--- config.mk ---
export PLATFORM = sky130hd
export DESIGN_NAME = keypad_entry_display_flat
export DESIGN_NICKNAME = d
export VERILOG_FILES = /design/src/rtl/keypad_entry_display_if.sv /design/src/rtl/keypad_entry_display.sv /design/src/flat_wrapper.sv
export SDC_FILE = /design/constraint.sdc
export NUM_CORES = 1
export LEC_CHECK = 0
export CORE_ASPECT_RATIO = 1.5
export CORE_UTILIZATION = 40
export CTS_CLUSTER_SIZE = 10
export DETAILED_ROUTE_END_ITERATION = 16
export DONT_BUFFER_PORTS = 1
export SYNTH_ARGS = -nofsm -noshare
export SYNTH_HDL_FRONTEND = slang
export SYNTH_SLANG_ARGS = --single-unit
--- constraint.sdc ---
create_clock -name clk -period 5.85 [get_ports clk]
set_input_delay 0.585 -clock clk [delete_from_list [all_inputs] [get_ports clk]]
set_output_delay 0.585 -clock clk [all_outputs]
set_load 0.05 [all_outputs]
--- src/rtl/keypad_entry_display_if.sv ---
// keypad_entry_display_if
//   Key-event / entry bus between the keypad entry block and downstream logic.
//
//   Handshake: key_valid is a one-cycle pulse with no back-pressure (there is
//   no ready). key_code is valid on the pulse cycle and holds until the next
//   pulse. entry is a level that is always valid. clr is a level sampled every
//   clock by the entry block and needs no acknowledge.
//
//   Signals
//     clr        downstream -> block : synchronous clear of entry and digit count
//     key_valid  block -> downstream : one-cycle pulse per accepted key
//     key_code   block -> downstream : last accepted hex key
//     entry      block -> downstream : entry register, digit 0 in [3:0] newest
//     fsm_state  block -> downstream : qualifier state, for observation only
interface keypad_entry_display_if #(
    parameter int NUM_DIGITS = 4
);
    logic                    clr;
    logic                    key_valid;
    logic [3:0]              key_code;
    logic [4*NUM_DIGITS-1:0] entry;
    logic [1:0]              fsm_state;

    modport master (input clr, output key_valid, key_code, entry, fsm_state);
    modport slave  (output clr, input key_valid, key_code, entry, fsm_state);
endinterface

--- src/rtl/keypad_entry_display.sv ---
// keypad_entry_display
//   Scans a 4x4 active-low hex keypad, debounces presses with a frame-based
//   qualifier FSM, shifts accepted digits into an N-digit entry register and
//   multiplexes that register onto an N-digit seven-segment display, blanking
//   digits that have not been entered yet.
//
//   Ports
//     clk, rst   clock, synchronous active-high reset
//     row_in     keypad rows, active-low, pulled up
//     col_out    keypad column drive, one-hot-low
//     an         display anodes, active-low
//     seg        cathodes {g,f,e,d,c,b,a}, active-low
//     bus        key event / entry bus (master side)
module keypad_entry_display #(
    parameter int NUM_DIGITS = 4,
    parameter int DWELL      = 1000,
    parameter int DEBOUNCE   = 10,
    parameter int REFRESH    = 100000
) (
    input  logic                  clk,
    input  logic                  rst,
    input  logic [3:0]            row_in,
    output logic [3:0]            col_out,
    output logic [NUM_DIGITS-1:0] an,
    output logic [6:0]            seg,
    keypad_entry_display_if.master bus
);
    localparam int EW = 4 * NUM_DIGITS;
    localparam int DW = (DWELL > 1) ? $clog2(DWELL) : 1;
    localparam int CW = $clog2(DEBOUNCE + 1);
    localparam int NW = $clog2(NUM_DIGITS + 1);
    localparam int RW = (REFRESH > 1) ? $clog2(REFRESH) : 1;
    localparam int XW = (NUM_DIGITS > 1) ? $clog2(NUM_DIGITS) : 1;

    typedef enum logic [1:0] {IDLE, PRESS_QUAL, HELD, RELEASE_QUAL} state_t;

    // ---------------- row synchroniser and column scan ----------------
    logic [3:0]    row_s1, row_s2;
    logic [DW-1:0] dwell_cnt;
    logic [1:0]    col;
    logic          sample, frame_end;

    assign sample    = (dwell_cnt == DW'(DWELL - 1));
    assign frame_end = sample && (col == 2'd3);
    assign col_out   = ~(4'b0001 << col);

    always_ff @(posedge clk) begin
        if (rst) begin
            row_s1    <= 4'hF;
            row_s2    <= 4'hF;
            dwell_cnt <= '0;
            col       <= 2'd0;
        end else begin
            row_s1 <= row_in;
            row_s2 <= row_s1;
            if (sample) begin
                dwell_cnt <= '0;
                col       <= col + 2'd1;
            end else begin
                dwell_cnt <= dwell_cnt + DW'(1);
            end
        end
    end

    // Lowest pressed row in the current column.
    logic       col_hit;
    logic [1:0] col_row;
    always_comb begin
        col_hit = 1'b0;
        col_row = 2'd0;
        for (int r = 3; r >= 0; r--) begin
            if (!row_s2[r]) begin
                col_hit = 1'b1;
                col_row = 2'(r);
            end
        end
    end

    // Columns are visited in ascending order, so the first hit of a frame is
    // the lowest col*4+row index; later hits never displace it.
    logic       acc_found;
    logic [3:0] acc_idx;
    always_ff @(posedge clk) begin
        if (rst || frame_end) begin
            acc_found <= 1'b0;
            acc_idx   <= 4'd0;
        end else if (sample && col_hit && !acc_found) begin
            acc_found <= 1'b1;
            acc_idx   <= {col, col_row};
        end
    end

    logic       frm_found;
    logic [3:0] frm_idx, frm_code;
    assign frm_found = acc_found | col_hit;
    assign frm_idx   = acc_found ? acc_idx : {col, col_row};

    always_comb begin
        case (frm_idx)
            4'h0: frm_code = 4'h1;  4'h1: frm_code = 4'h4;
            4'h2: frm_code = 4'h7;  4'h3: frm_code = 4'h0;
            4'h4: frm_code = 4'h2;  4'h5: frm_code = 4'h5;
            4'h6: frm_code = 4'h8;  4'h7: frm_code = 4'hF;
            4'h8: frm_code = 4'h3;  4'h9: frm_code = 4'h6;
            4'hA: frm_code = 4'h9;  4'hB: frm_code = 4'hE;
            4'hC: frm_code = 4'hA;  4'hD: frm_code = 4'hB;
            4'hE: frm_code = 4'hC;  default: frm_code = 4'hD;
        endcase
    end

    // ---------------- qualifier FSM ----------------
    state_t        state_q, state_d;
    logic [3:0]    cand_q, cand_d;
    logic [CW-1:0] cnt_q, cnt_d, cnt_inc;
    logic          accept;

    assign cnt_inc = cnt_q + CW'(1);

    always_ff @(posedge clk) begin
        if (rst) begin
            state_q <= IDLE;
            cand_q  <= 4'd0;
            cnt_q   <= '0;
        end else begin
            state_q <= state_d;
            cand_q  <= cand_d;
            cnt_q   <= cnt_d;
        end
    end

    always_comb begin
        state_d = state_q;
        cand_d  = cand_q;
        cnt_d   = cnt_q;
        if (frame_end) begin
            case (state_q)
                IDLE: if (frm_found) begin
                    cand_d  = frm_code;
                    cnt_d   = CW'(1);
                    state_d = (DEBOUNCE == 1) ? HELD : PRESS_QUAL;
                end
                PRESS_QUAL: begin
                    if (!frm_found) begin
                        state_d = IDLE;
                    end else if (frm_code != cand_q) begin
                        cand_d = frm_code;
                        cnt_d  = CW'(1);
                    end else begin
                        cnt_d = cnt_inc;
                        if (cnt_inc == CW'(DEBOUNCE)) state_d = HELD;
                    end
                end
                HELD: if (!frm_found) begin
                    cnt_d   = CW'(1);
                    state_d = (DEBOUNCE == 1) ? IDLE : RELEASE_QUAL;
                end
                default: begin
                    if (frm_found) begin
                        state_d = HELD;
                    end else begin
                        cnt_d = cnt_inc;
                        if (cnt_inc == CW'(DEBOUNCE)) state_d = IDLE;
                    end
                end
            endcase
        end
    end

    // A press is accepted on the frame end that moves the FSM into HELD from
    // one of the press-side states (never from RELEASE_QUAL: no auto-repeat).
    always_comb begin
        accept = frame_end && (state_d == HELD) &&
                 ((state_q == IDLE) || (state_q == PRESS_QUAL));
    end

    // ---------------- entry datapath ----------------
    logic          key_valid_q;
    logic [3:0]    key_code_q;
    logic [EW-1:0] entry_q;
    logic [NW-1:0] count_q;

    always_ff @(posedge clk) begin
        if (rst) begin
            key_valid_q <= 1'b0;
            key_code_q  <= 4'd0;
            entry_q     <= '0;
            count_q     <= '0;
        end else begin
            key_valid_q <= accept;
            if (accept) key_code_q <= cand_d;
            // clr has priority over a coincident accept for entry/count.
            if (bus.clr) begin
                entry_q <= '0;
                count_q <= '0;
            end else if (accept) begin
                entry_q <= (entry_q << 4) | EW'(cand_d);
                if (count_q != NW'(NUM_DIGITS)) count_q <= count_q + NW'(1);
            end
        end
    end

    assign bus.key_valid = key_valid_q;
    assign bus.key_code  = key_code_q;
    assign bus.entry     = entry_q;
    assign bus.fsm_state = state_q;

    // ---------------- display multiplexer ----------------
    logic [RW-1:0]         refresh_cnt;
    logic [XW-1:0]         digit_q;
    logic [EW-1:0]         entry_shift;
    logic [NUM_DIGITS-1:0] an_d;
    logic [6:0]            seg_d;

    function automatic logic [6:0] hex_seg(input logic [3:0] v);
        case (v)
            4'h0: hex_seg = 7'b1000000;  4'h1: hex_seg = 7'b1111001;
            4'h2: hex_seg = 7'b0100100;  4'h3: hex_seg = 7'b0110000;
            4'h4: hex_seg = 7'b0011001;  4'h5: hex_seg = 7'b0010010;
            4'h6: hex_seg = 7'b0000010;  4'h7: hex_seg = 7'b1111000;
            4'h8: hex_seg = 7'b0000000;  4'h9: hex_seg = 7'b0010000;
            4'hA: hex_seg = 7'b0001000;  4'hB: hex_seg = 7'b0000011;
            4'hC: hex_seg = 7'b1000110;  4'hD: hex_seg = 7'b0100001;
            4'hE: hex_seg = 7'b0000110;  default: hex_seg = 7'b0001110;
        endcase
    endfunction

    always_ff @(posedge clk) begin
        if (rst) begin
            refresh_cnt <= '0;
            digit_q     <= '0;
            an          <= '1;
            seg         <= 7'b1111111;
        end else begin
            if (refresh_cnt == RW'(REFRESH - 1)) begin
                refresh_cnt <= '0;
                digit_q     <= (digit_q == XW'(NUM_DIGITS - 1)) ? '0 : digit_q + XW'(1);
            end else begin
                refresh_cnt <= refresh_cnt + RW'(1);
            end
            an  <= an_d;
            seg <= seg_d;
        end
    end

    assign entry_shift = entry_q >> {digit_q, 2'b00};

    always_comb begin
        an_d  = '1;
        seg_d = 7'b1111111;
        if (32'(digit_q) < 32'(count_q)) begin
            an_d  = ~(NUM_DIGITS'(1) << digit_q);
            seg_d = hex_seg(entry_shift[3:0]);
        end
    end
endmodule

--- src/flat_wrapper.sv ---
// flat-port wrapper written by rule: the top's interface ports become plain ports
module keypad_entry_display_flat 
#(
    parameter int NUM_DIGITS = 4,
    parameter int DWELL      = 1000,
    parameter int DEBOUNCE   = 10,
    parameter int REFRESH    = 100000
)
  (clk, rst, row_in, col_out, an, seg, bus_clr, bus_key_valid, bus_key_code, bus_entry, bus_fsm_state);
  keypad_entry_display_if #(.NUM_DIGITS(NUM_DIGITS)) bus_i ();
  input  logic clk;
  input  logic rst;
  input  logic [3:0] row_in;
  output logic [3:0] col_out;
  output logic [NUM_DIGITS-1:0] an;
  output logic [6:0] seg;
  input wire logic [$bits(bus_i.clr)-1:0] bus_clr;
  output wire logic [$bits(bus_i.key_valid)-1:0] bus_key_valid;
  output wire logic [$bits(bus_i.key_code)-1:0] bus_key_code;
  output wire logic [$bits(bus_i.entry)-1:0] bus_entry;
  output wire logic [$bits(bus_i.fsm_state)-1:0] bus_fsm_state;
  assign bus_i.clr = bus_clr;
  assign bus_key_valid = bus_i.key_valid;
  assign bus_key_code = bus_i.key_code;
  assign bus_entry = bus_i.entry;
  assign bus_fsm_state = bus_i.fsm_state;
  keypad_entry_display #(.NUM_DIGITS(NUM_DIGITS), .DWELL(DWELL), .DEBOUNCE(DEBOUNCE), .REFRESH(REFRESH)) u_core (.clk(clk), .rst(rst), .row_in(row_in), .col_out(col_out), .an(an), .seg(seg), .bus(bus_i));
endmodule
# After elaboration in Yosys (flattened, before gate mapping)
# Memory sizes are Yosys's and may differ from the RTL's. A register that Yosys moved wholly into a read port is not among the register bits.
# Index checks and enable logic that the tools add are counted.
[totals] romBits=176 ff_bits=82 in_bits=7 out_inout_bits=38 mem_count=2
[memory_table] name="(name not given)" words=16 width=7 read_ports=1 rd_clocked_by_memory_dff=1 write_ports=0 line="keypad_entry_display.sv:215" rtl="case (v)"
[memory_table] name="(name not given)" words=16 width=4 read_ports=1 rd_clocked_by_memory_dff=0 write_ports=0 line="keypad_entry_display.sv:99" rtl="case (frm_idx)"
[op_classes] n_eq_ne=14 bitwise=5 order_cmp=1 mux=30 addsub=6 shifts=3 reduce_logical=15
[ops] op="two-way mux 4 bit" n=10
[ops] op="two-way mux 2 bit" n=13
[ops] op="adder 17 x 1 -> 17 bit (second input constant)" n=1
[ops] op="equality test 17 bit (second input constant)" n=1
[ops] op="bitwise OR 16 x 4 -> 16 bit" n=1
[ops] op=">> shifter 16 x 4 -> 4 bit" n=1
[ops] op="case mux 4 bit (3 select lines)" n=1
[ops] op="adder 10 x 1 -> 10 bit (second input constant)" n=1
[ops] op="equality test 10 bit (second input constant)" n=1
[ops] op="equality test 2 bit (second input constant)" n=4
[ops] op="NOT 4 bit" n=2
[ops] op="case mux 4 bit (2 select lines)" n=1
[ops] op="OR reduction 2 bit" n=4
[ops] op="<< shifter 1 x 2 -> 4 bit (first input constant)" n=2
[ops] op="!= test 3 bit (second input constant)" n=2
[ops] op="case mux 2 bit (3 select lines)" n=1
[ops] op="logical AND 1 bit" n=5
[ops] op="AND reduction 5 bit" n=1
[ops] op="adder 2 x 1 -> 2 bit (second input constant)" n=2
[ops] op="adder 4 x 1 -> 4 bit (second input constant)" n=1
[ops] op="equality test 4 bit (second input constant)" n=1
[ops] op="two-way mux 1 bit" n=4
[ops] op="!= test 2 x 1 -> 1 bit (second input constant)" n=2
[ops] op="!= test 4 bit" n=1
[ops] op="10 further kinds" n=11

# Logic depth before layout (Yosys ltp)
# Gate-level depths: netlist of run 1.
# An unclocked memory read counts as a cell.
[logic_depth] word_depth=15 depth_mapped=14

# Worst setup path before layout of run 1
# Ideal clock, no wire load.
[synth_path] path_type="register to register" start="reg u_core.acc_found" end="reg u_core.entry_q[2] (netlist: u_core.bus.entry[2])" path_buffers=3 setup_slack_ns=3.028 path_stages_with_launch=15 arrival_ns=2.689 cell_sequence="dfxtp_1 buf_6 mux2i_2 a31oi_4 inv_1 ha_1 or4b_1 nand3_1 a211o_1 xor2_2 or2_1 buf_4 buf_6 o21ai_1 a21oi_1"
[synth_via] elab_chain_len=10 elab_cells_between_ends=20
[synth_rtl] element="start: declaration" line="keypad_entry_display.sv:81" rtl="logic acc_found;"
[synth_rtl] element="start signal: assignment" line="keypad_entry_display.sv:85" rtl="acc_found <= 1'b0;"
[synth_rtl] element="start signal: assignment" line="keypad_entry_display.sv:88" rtl="acc_found <= 1'b1;"
[synth_rtl] element="two-way mux 4 bit" line="keypad_entry_display.sv:96" rtl="assign frm_idx = acc_found ? acc_idx : {col, col_row};"
[synth_rtl] element="memory (16 x 4 bit)"
[synth_rtl] element="!= test 4 bit" line="keypad_entry_display.sv:145" rtl="end else if (frm_code != cand_q) begin"
[synth_rtl] element="two-way mux 2 bit" line="keypad_entry_display.sv:145"
[synth_rtl] element="two-way mux 2 bit" line="keypad_entry_display.sv:143" rtl="if (!frm_found) begin"
[synth_rtl] element="case mux 2 bit (3 select lines)" line="keypad_entry_display.sv:136" rtl="case (state_q)"
[synth_rtl] element="two-way mux 2 bit" line="keypad_entry_display.sv:135" rtl="if (frame_end) begin"
[synth_rtl] element="equality test 2 bit" line="keypad_entry_display.sv:172" rtl="accept = frame_end && (state_d == HELD) &&"
[synth_rtl] element="logical AND 1 bit (2 in series)" line="keypad_entry_display.sv:172"
[synth_rtl] element="end signal: assignment" line="keypad_entry_display.sv:196" rtl="entry_q <= (entry_q << 4) | EW'(cand_d);"
[synth_rtl] element="end: declaration" line="keypad_entry_display.sv:179" rtl="logic [EW-1:0] entry_q;"
# Several ways; a longest one is shown, not always the timed one.
# A chain may end at the register's enable or synchronous reset.

# Worst setup path after layout of run 1
[layout_path] start="reg u_core.acc_found" end="reg u_core.entry_q[14] (netlist: u_core.bus.entry[14])"
[layout_via] elab_chain_len=10 elab_cells_between_ends=14
[layout_rtl] element="two-way mux 4 bit" line="keypad_entry_display.sv:96"
[layout_rtl] element="memory (16 x 4 bit)"
[layout_rtl] element="!= test 4 bit" line="keypad_entry_display.sv:145"
[layout_rtl] element="two-way mux 2 bit" line="keypad_entry_display.sv:145"
[layout_rtl] element="two-way mux 2 bit" line="keypad_entry_display.sv:143"
[layout_rtl] element="case mux 2 bit (3 select lines) (*)" line="keypad_entry_display.sv:136"
[layout_rtl] element="two-way mux 2 bit (*)" line="keypad_entry_display.sv:135"
[layout_rtl] element="equality test 2 bit (*)" line="keypad_entry_display.sv:172"
[layout_rtl] element="logical AND 1 bit (*) (2 in series)" line="keypad_entry_display.sv:172"
# Mark *: on every way between the ends. The rest lies on a longest branch, timed or not.

==> results of run 1 <==
[cell families (layout without fill, tap and decap cells)]
family,count (synthesis),after routing,share of synthesized area (%)
AO/OA/AOI/OAI,81,81,12.63
buffers and inverters,47,42,4.709
adder cells (fa/ha/maj),23,23,6.646
multiplexers,22,22,6.645
XOR/XNOR,35,35,7.426
flip-flops,89,89,41.14
AND/OR/NAND/NOR,183,183,20.80
[stage by stage]
step	std cells	utilization (%)	hold WS [ns]
2_1_floorplan	480	-	0.3895
3_3_place_gp	604	41.89	0.3928
3_5_place_dp	604	41.89	0.3928
4_1_cts	619	44.48	0.3073
5_1_grt	619	44.48	0.3021
6_report	619	44.48	0.3197
[placed cells by master, fill, tap and decap left out, types with 6 or more instances in the layout]
| cell type | n |
|---|---|
| a21oi_1 | 28 |
| and3_1 | 6 |
| clkbuf_16 | 9 |
| dfxtp_1 | 89 |
| ha_1 | 23 |
| inv_1 | 26 |
| mux2i_1 | 15 |
| nand2_1 | 34 |
| nand3_1 | 35 |
| nand4_1 | 8 |
| nor2_1 | 57 |
| nor3_1 | 7 |
| o21ai_1 | 17 |
| or2_2 | 11 |
| xnor2_1 | 14 |
| xor2_1 | 19 |
[area by class of cell]
cell class / count / area share [%]
Sequential cell: 89 / 38.03
Clock inverter: 4 / 0.6410
Multi-Input combinational cell: 344 / 50.05
Inverter: 26 / 2.083
Tap cell: 144 / 3.846
Timing Repair Buffer: 1 / 0.1603
Clock buffer: 11 / 5.182
[worst paths after layout]
path | start | to | slack (ns)
setup / recovery | u_core.acc_found$_SDFFE_PP0P_ | u_core.bus.entry[14]$_SDFFE_PP0P_ | 2.26
hold / removal | rst | u_core.refresh_cnt[4]$_SDFF_PP0_ | 0.32
setup reg to reg | u_core.acc_found$_SDFFE_PP0P_ | u_core.bus.entry[14]$_SDFFE_PP0P_ | 2.26
hold reg to reg | u_core.row_s1[1]$_SDFF_PP1_ | u_core.row_s2[1]$_SDFF_PP1_ | 0.41
[where the power goes]
group	switching (uW)	leakage [uW]	total, uW	internal [uW]
logic	37.7	0.000809	55.2	17.5
registers	4.35	0.000720	616	612
clock network	231	0.000132	529	298
[routing by layer]
metal | routed length (um) | part of all wire, % | up-vias | global-route usage, %
li1 | - | - | 1629 | -
met1 | 3523 | 41 | 1525 | 17.98
met2 | 4551 | 53 | 61 | 30.06
met3 | 439 | 5.1 | 14 | 4.968
met4 | 148 | 1.7 | 0 | 6.176
met5 | 0 | 0 | - | 0
[critical path, stage by stage, from the launching register on]
cell and delay (ns):
dfxtp_1 0.66, inv_1 0.25, a31oi_4 0.26, inv_1 0.09, ha_1 0.31, or4b_1 0.47
nand3_1 0.10, a211o_1 0.19, xor2_2 0.12, nor2_1 0.48, buf_4 0.29, nand3_1 0.09
a21oi_1 0.19
[flip-flops by register name (all words and copies together), names as in the netlist, 2 cells and up]
signal	count
u_core.refresh_cnt	17
u_core.count_q	3
u_core.col	2
u_core.bus.entry	16
u_core.row_s1	4
u_core.bus.fsm_state	2
u_core.an	4
u_core.acc_idx	4
u_core.row_s2	4
u_core.digit_q	2
u_core.cnt_q	4
u_core.dwell_cnt	10
u_core.bus.key_code	4
u_core.cand_q	4
u_core.seg	7
==> results by group, run 1 <==
CTS
  – Total CTS buffers: 9
  – H-tree levels: 3
  – Clk_lat worst skew: between 0.3 and 0.4 ns
  – Clock buffer depth: 2
  – Clock-pin slew on the worst setup and hold paths: 0.06 ns
  – Clk sinks: 89
  – CTS tree: done
  – # hold bufs at CTS: 0
  – Post_cts resized: 0
  – Clk Tree Root Cell: clkbuf_16
  – Post-CTS Setup Repair Bufs: 0

Place
  – Post-placement cell area: 0.004412 sq mm
  – Post-Place Worst Slack: approximately 2.3 ns
  – GP Congestion: 0.7925
  – DP Wirelength: ~6300 um
  – Port Buffers: 0

Power
  – PwrDens: 256.2 mW/mm^2
  – Worst vdd ir: 0.1546 mV
  – Lkg Pwr: 0.001661 uW
  – PnR Total Power: around 1200 uW

Global routing
  – GR Overflow Total: 0
  – Largest net degree at the start of global routing: 38
  – Gr usage total: between 15 and 20%
  – Vias in the first global route: 3020
  – Initial antenna violation count: 0
  – First-pass GRT wire length: 14580 um

STA
  – Setup_tns: 0 ns
  – Relative slew slack: 44.74%
  – Clock skew: 0.009282 ns
  – Final setup fails: 0
  – Crit path time final: 3.590 ns
  – Hold Vio Cnt, Final: 0
  – Actual slew at the worst max-slew pin: between 0.8 and 0.9 ns
  – Post-route setup slack: approximately 2.3 ns
  – Highest Clock Rate: 278.6 MHz
  – Unrepaired setup endpoints after global routing: false
  – Fin. max-slew vios: 0
  – Tcrit/Tclk final: around 61%

Yosys
  – Mapped Area: 0.004330 sq mm
  – Post-synth top cells: 89 x dfxtp_1, 57 x nor2_1, 35 x nand3_1
  – Syn Inst Count: 480
  – Yosys reg bits: 89
  – Post-synth EDFFs: 0
  – Post-synthesis cell type count: 58
  – Yosys warnings: 0
  – Synth area leader: dfxtp_1
  – Synth Net Count: 510
  – Async set-reset flop share out of synthesis: 0%
  – Top cell type's share of synthesized area: 41.14%
  – Sequential area share after synthesis: 41.14%
  – Synth area leaders: dfxtp_1 41%, ha_1 6.6%, nor2_1 4.9%, nand3_1 4.0%, xor2_1 3.8%
  – Avg Inst Size Synth: 9.022 sq um
  – Top-count cell post-synth: dfxtp_1
  – Primary FF master, synth: dfxtp_1

Setup path
  – Startpoint Class: flop
  – Worst Path Required: 6.11 ns
  – R2R depth: 12
  – Worst Path Max Fanout: 13
  – Crit path capture type: flop
  – Arr. time, crit path: 3.85 ns
  – CP Class: reg2reg

Final layout
  – Multi-input gate area: 0.002345 sq mm
  – Nets: roughly 500
  – N_diodes: 0
  – FF+latch area: 0.001782 sq mm
  – Fill cell count: 1055
  – Post-route cell area: 0.004684 sq mm
  – Layout cells sized above 1: roughly 9.7%
  – Area growth syn-to-layout: 8.177%

Floorplanning
  – Die height: 129.4 um
  – Starting density of the core: approximately two fifths
  – Core Area: 0.01053 sq mm
  – Die area: 0.01125 sq mm
  – Row count: 46
  – IO Pins: 45
  – Die Span X: 86.96 um

Detailed routing
  – Drt via density: 5.216
  – WL final: 8662 um
  – Post-route ant nets: 0
  – TritonRoute pass-1 iters: 4
  – WL per Instance: roughly 14 um
  – DRC Markers: 0
  – Vias post-DR: 3229
  – DR iter-0 viols: 123

Job
  – Max_cap viols: 0

Min path
  – Worst hold path type: in2reg
  – WHS Path Cells: 1

Outcome
  – Outcome: finished clean
Power figures use the tool's default switching activity.
==> inputs of run 2 (changes only) <==
==> constraint.sdc (replaced) <==
create_clock -name clk -period 3.1 [get_ports clk]
set_input_delay 0.31 -clock clk [delete_from_list [all_inputs] [get_ports clk]]
set_output_delay 0.31 -clock clk [all_outputs]
set_load 0.05 [all_outputs]
==> results by group, run 2 (same netlist as run 1, synthesis figures left out) <==
Global routing
  – Initial antenna violation count: 0 (unchanged)
  – First-pass GRT wire length: 15390 um (+5.5%)
  – GR Overflow Total: 0 (unchanged)
  – Largest net degree at the start of global routing: 38 (unchanged)
  – Vias in the first global route: 3303 (+9.4%)
  – Gr usage total: 17.36% (+0.76 points)

Power
  – PwrDens: 494.5 mW/mm^2 (+93%)
  – Lkg Pwr: 0.001799 uW (+8.3%)
  – PnR Total Power: 2429 uW (+100%)
  – Worst vdd ir: 0.3505 mV (+130%)

Detailed routing
  – TritonRoute pass-1 iters: 4 (unchanged)
  – Drt via density: 5.135 (-1.6%)
  – DR iter-0 viols: 156 (+27%)
  – WL final: 8894 um (+2.7%)
  – DRC Markers: 0 (unchanged)
  – Vias post-DR: 3302 (+2.3%)
  – WL per Instance: 13.83 um (-1.2%)
  – Post-route ant nets: 0 (unchanged)

STA
  – Crit path time final: 2.876 ns (-0.7139 ns)
  – Relative slew slack: 46.03% (+1.3 points)
  – Clock skew: 0.007766 ns (-0.001516 ns)
  – Hold Vio Cnt, Final: 0 (unchanged)
  – Fin. max-slew vios: 0 (unchanged)
  – Tcrit/Tclk final: 92.78% (+31 points)
  – Unrepaired setup endpoints after global routing: false
  – Actual slew at the worst max-slew pin: 0.8085 ns (-0.01919 ns)
  – Hold slack: 0.04332 ns (-0.2764 ns)
  – Final setup fails: 0 (unchanged)
  – Post-route setup slack: 0.2239 ns (-2.036 ns)
  – Highest Clock Rate: 347.7 MHz (+25%)

Final layout
  – Largest reg by FF count: u_core.refresh_cnt
  – Largest register FFs: 17 (unchanged)
  – Area growth syn-to-layout: 13.41%
  – Commonest non-fill, non-tap cells in the layout: 88 x dfxtp_1, 56 x nor2_1, 35 x nand3_1, 34 x nand2_1, 28 x a21oi_1
  – Nets: 525 (+4.8%)
  – N_diodes: 0 (unchanged)
  – Final Non-Filler Cells: 643 (+3.9%)
  – Commonest non-fill, non-tap cell in the layout: dfxtp_1
  – Utilization after layout: 46.63% (+2.2 points)
  – Layout cells sized above 1: 14.43% (+4.7 points)

Setup path
  – Worst Path Required: 3.33 ns (-2.78 ns)
  – Worst Path Max Fanout: 6 (-7)
  – CP endpoint: u_core.bus.key_code[0]$_SDFFE_PP0P_
  – CP Class: reg2reg
  – WP buf/inv: 2 (-1)
  – R2R depth: 12 (unchanged)
  – Crit path capture type: flop
  – CP cell instances: nand2b_1 -> a31oi_4 -> inv_1 -> ha_1 -> or4b_1 -> nand3_1 -> a211o_1 -> xor2_2 -> buf_4 -> a211oi_4 -> nand3_2 -> a31o_1
  – Stages on worst setup path: 12 (unchanged)
  – Arr. time, crit path: 3.10 ns (-0.75 ns)
  – Top delay family on crit path: simple AND/OR/NAND/NOR gates
  – R2R Path Start: u_core.row_s2[3]$_SDFF_PP1_
  – Max incr delay on CP: 0.47 ns (-0.19 ns)
  – Slowest CP cell: or4b_1
  – CP startpoint: u_core.row_s2[3]$_SDFF_PP1_
  – Startpoint Class: flop
  – Worst R2R End: u_core.bus.key_code[0]$_SDFFE_PP0P_
  – Worst reg-to-reg setup slack: 0.22 ns (-2.04 ns)

CTS
  – Clock buffer depth: 2 (unchanged)
  – Clk Tree Root Cell: clkbuf_16
  – Clk sinks: 89 (unchanged)
  – CTS tree: done
  – Clk_lat worst skew: 0.33 ns (about the same)
  – H-tree levels: 3 (unchanged)
  – # hold bufs at CTS: 0 (unchanged)
  – Clock-pin slew on the worst setup and hold paths: 0.06 ns (about the same)
  – Total CTS buffers: 9 (unchanged)

Floorplanning
  – Die Span X: 86.96 um (unchanged)
  – Starting density of the core: 41.11% (unchanged)
  – IO Pins: 45 (unchanged)
  – Die area: 0.01125 sq mm (unchanged)
  – Die height: 129.4 um (unchanged)
  – Row count: 46 (unchanged)
  – Core Area: 0.01053 sq mm (unchanged)

Min path
  – Worst hold path type: in2reg

Place
  – Placed instance count: 627 (+3.8%)
  – DP Wirelength: 6411 um (+1.6%)
  – Post-Place Worst Slack: -0.4357 ns (-2.757 ns)
  – Port Buffers: 0 (unchanged)
  – GP Congestion: 0.7829 (-1.2%)

Outcome
  – Outcome: finished clean

Job
  – Max_cap viols: 0 (unchanged)
==> run 2: per-layer routing <==
layer | GRT usage, % | routed length, um
met5 | 0 | 0
met4 | 6.765 | 155
met3 | 4.268 | 389
met2 | 32.33 | 4683
met1 | 18.49 | 3666
==> run 2: worst register-to-register path, cell delays in order, from the launching register on <==
cell and delay (ns):
dfxtp_1 0.31, nand2b_1 0.19, a31oi_4 0.20, inv_1 0.08, ha_1 0.31, or4b_1 0.47, nand3_1 0.10, a211o_1 0.15
xor2_2 0.10, buf_4 0.15, a211oi_4 0.30, nand3_2 0.16, a31o_1 0.25
==> run 2: power by group <==
part           switching (uW)  internal (uW)  total [uW]
Combinational            76.8           50.2         127
Sequential               7.37           1150        1160
Clock                     438            702        1140
Total                     522           1910        2430
==> run 2: how the worst min path moves through the flow <==
stage                                      startpoint                                to  slack (ns)  cells after the start
after floorplan           u_core.row_s1[0]$_SDFF_PP1_       u_core.row_s2[0]$_SDFF_PP1_        0.39                      1
after global placement                            rst  u_core.refresh_cnt[2]$_SDFF_PP0_        0.39                      1
after detailed placement                          rst  u_core.refresh_cnt[4]$_SDFF_PP0_        0.39                      1
after CTS                                         rst  u_core.refresh_cnt[4]$_SDFF_PP0_        0.03                      1
after global routing                              rst  u_core.refresh_cnt[2]$_SDFF_PP0_        0.03                      1
final                                             rst  u_core.refresh_cnt[4]$_SDFF_PP0_        0.04                      1
==> run 2: area by class of cell <==
type	instances	area, sq um
clock inverter	5	81.33
sequential	89	1783
clock buffer	10	229.0
inverter	26	97.59
fill	1027	5622
multi-input combinational	344	2352
timing repair buffer	25	187.7
tap	144	180.2
==> run 2: per-stage QoR <==
stage,setup TNS (ns),cell area [sq um]
2_1_floorplan,0,4330
3_3_place_gp,-4.005,4584
3_5_place_dp,-5.555,4584
4_1_cts,0,4902
5_1_grt,0,4911
6_report,0,4911
==> run 2: repair_timing <==
action	CTS	global route
resized for setup	2	2
endpoints found under the setup margin	23	28
buffers inserted	0	1
pin swaps	0	2
endpoints found under the hold margin	0	0
==> inputs of run 3 (changes only) <==
--- a/config.mk
+++ b/config.mk
@@ -10,6 +10,7 @@
 export CTS_CLUSTER_SIZE = 10
 export DETAILED_ROUTE_END_ITERATION = 16
 export DONT_BUFFER_PORTS = 1
+export PLACE_DENSITY = 0.68
 export SYNTH_ARGS = -nofsm -noshare
 export SYNTH_HDL_FRONTEND = slang
 export SYNTH_SLANG_ARGS = --single-unit
==> results by group, run 3 (same netlist as run 1, synthesis figures left out) <==
Floorplanning
  – Row count: 46 (unchanged)
  – Core Area: 0.01053 sq mm (unchanged)
  – Die Span X: 86.96 um (unchanged)
  – Die area: 0.01125 sq mm (unchanged)
  – IO Pins: 45 (unchanged)
  – Die height: 129.4 um (unchanged)
  – Starting density of the core: 41.11% (unchanged)

Min path
  – WHS Path Cells: 1 (unchanged)
  – Worst hold path type: in2reg
  – Hold Crit Endpoint: u_core.cnt_q[1]$_SDFFE_PP0P_
  – Hold_sp: rst

Setup path
  – CP Class: reg2reg
  – Startpoint Class: flop
  – Crit path capture type: flop
  – Worst reg-to-reg setup slack: 0.16 ns (-0.06 ns)
  – Worst R2R End: u_core.bus.entry[11]$_SDFFE_PP0P_
  – Worst Path Required: 3.37 ns (+0.04 ns)
  – R2R Path Start: u_core.acc_found$_SDFFE_PP0P_
  – Arr. time, crit path: 3.20 ns (+0.10 ns)
  – R2R depth: 12 (unchanged)
  – Worst Path Max Fanout: 10 (+4)

Final layout
  – Largest reg by FF count: u_core.refresh_cnt
  – Largest register FFs: 17 (unchanged)
  – Area growth syn-to-layout: 11.79%
  – Nets: 512 (-2.5%)
  – Commonest non-fill, non-tap cells in the layout: 88 x dfxtp_1, 56 x nor2_1, 35 x nand3_1, 34 x nand2_1, 28 x a21oi_1
  – Layout cells sized above 1: 12.32% (-2.1 points)
  – Commonest non-fill, non-tap cell in the layout: dfxtp_1
  – Utilization after layout: 45.96% (-0.67 points)
  – N_diodes: 0 (unchanged)
  – Fill cell count: 1008 (-1.9%)

STA
  – Setup_tns: 0 ns (unchanged)
  – Actual slew at the worst max-slew pin: 0.8284 ns (+0.01986 ns)
  – Relative slew slack: 44.70% (-1.3 points)
  – Hold Vio Cnt, Final: 0 (unchanged)
  – Fin. max-slew vios: 0 (unchanged)
  – Highest Clock Rate: 340.3 MHz (-2.1%)
  – Post-route setup slack: 0.1611 ns (-0.06287 ns)
  – Tcrit/Tclk final: 94.80% (+2.0 points)
  – Final setup fails: 0 (unchanged)
  – Crit path time final: 2.939 ns (+0.06287 ns)
  – Clock skew: 0.008224 ns (+0.0004575 ns)
  – Unrepaired setup endpoints after global routing: false

Detailed routing
  – Drt via density: 5.261 (+2.5%)
  – DR iter-0 viols: 112 (-28%)
  – WL per Instance: 14.30 um (+3.4%)
  – TritonRoute pass-1 iters: 4 (unchanged)
  – WL final: 9023 um (+1.5%)
  – Vias post-DR: 3320 (+0.55%)
  – DRC Markers: 0 (unchanged)
  – Post-route ant nets: 0 (unchanged)

Power
  – Clock group share of total power: 47.4% (+0.5 points)
  – PwrDens: 505.5 mW/mm^2 (+2.2%)
  – Sequential Power Share: 47.5% (-0.4 points)
  – Comb power frac: 5.1% (about the same)
  – Int Power: 1934 uW (+1.4%)
  – Switching pwr: 513.4 uW (-1.6%)
  – Switching share of power: 20.98% (-0.50 points)
  – Lkg Pwr: 0.001746 uW (-3.0%)
  – Worst vdd ir: 0.3684 mV (+5.1%)

Global routing
  – Vias in the first global route: 3342 (+1.2%)
  – First-pass GRT wire length: 15330 um (-0.36%)
  – Gr usage total: 17.46% (+0.10 points)
  – Initial antenna violation count: 0 (unchanged)
  – GR Overflow Total: 0 (unchanged)
  – Largest net degree at the start of global routing: 38 (unchanged)

CTS
  – Clock-pin slew on the worst setup and hold paths: 0.06 ns (about the same)
  – H-tree levels: 3 (unchanged)
  – Clk_lat worst skew: 0.34 ns (about the same)
  – Total CTS buffers: 9 (unchanged)
  – CTS tree: done
  – Clk sinks: 89 (unchanged)
  – Clock buffer depth: 2 (unchanged)
  – Clk Tree Root Cell: clkbuf_16

Place
  – Port Buffers: 0 (unchanged)
  – DP Wirelength: 6555 um (+2.2%)
  – Post-Place Worst Slack: 0.04013 ns (+0.4759 ns)
  – GP Congestion: 0.8596 (+9.8%)

Job
  – Max_cap viols: 0 (unchanged)

Outcome
  – Outcome: finished clean
## run 3: cell types whose count changed in the layout (fill, tap and decap cells not counted), sizes merged
cell,before,now
buf,25,12
clkbuf,10,12
clkinv,2,1
## run 3: critical path: stages (launching register included)
cell,delay [ns]
dfxtp_2,0.35
mux2i_2,0.17
a31oi_4,0.24
inv_1,0.10
ha_1,0.31
or4b_1,0.47
nand3_1,0.10
a211o_1,0.19
xor2_2,0.29
or2_4,0.26
buf_12,0.14
o21ai_1,0.07
a21oi_1,0.17
## run 3: how the worst max path moves through the flow
| stage | start | endpoint | slack [ns] | depth (start not counted) |
|---|---|---|---|---|
| 5_1_grt | u_core.acc_found$_SDFFE_PP0P_ | u_core.bus.entry[2]$_SDFFE_PP0P_ | 0.002 | 12 |
| 3_5_place_dp | u_core.acc_found$_SDFFE_PP0P_ | u_core.bus.entry[11]$_SDFFE_PP0P_ | 0.04 | 12 |
| 6_report | u_core.acc_found$_SDFFE_PP0P_ | u_core.bus.entry[11]$_SDFFE_PP0P_ | 0.16 | 12 |
| 2_1_floorplan | u_core.acc_found$_SDFFE_PP0P_ | u_core.bus.entry[2]$_SDFFE_PP0P_ | 0.28 | 14 |
| 4_1_cts | u_core.acc_found$_SDFFE_PP0P_ | u_core.bus.entry[7]$_SDFFE_PP0P_ | 0.02 | 12 |
| 3_3_place_gp | u_core.acc_found$_SDFFE_PP0P_ | u_core.bus.entry[3]$_SDFFE_PP0P_ | 0.15 | 12 |
## run 3: power by group through the flow
stage / combinational (uW) / sequential (uW) / clock, uW
after global placement: 112 / 1190 / 0
final: 124 / 1160 / 1160
after detailed placement: 116 / 1190 / 0
after CTS: 119 / 1160 / 1190
after floorplan: 97.6 / 1190 / 0
after global routing: 136 / 1160 / 1240
## run 3: stage by stage
stage          total power, uW  cell area [sq um]  instances  hold WS [ns]
2_1_floorplan             1284               4330        480        0.3895
3_3_place_gp              1300               4492        613        0.3870
3_5_place_dp              1304               4492        613        0.3884
4_1_cts                   2473               4817        629       0.02453
5_1_grt                   2537               4841        631       0.02244
6_report                  2447               4841        631       0.04088
## run 3: area by class of cell
class                   instances  area [sq um]  share of cell area [%]
clock inverters                 4         76.32                   1.577
multi-input cells             344          2355                   48.64
clock buffers                  12         246.5                   5.092
inverters                      26         97.59                   2.016
well taps                     144         180.2                   3.722
repair buffers                 12         102.6                   2.119
flip-flops and latches         89          1783                   36.83
## run 3: repair_timing
action / in CTS / in global routing
pin swaps: 0 / 3
gates resized for setup: 1 / 3
buffers inserted: 0 / 2
hold buffers: 0 / 0
setup endpoints to repair: 2 / 27
## run 3: layer usage
layer	vias to the layer above	wire (um)	track usage (%)
li1	1650	-	-
met1	1594	3399	16.85
met2	61	4932	32.52
met3	15	510	6.115
met4	0	181	8.333
met5	-	0	0
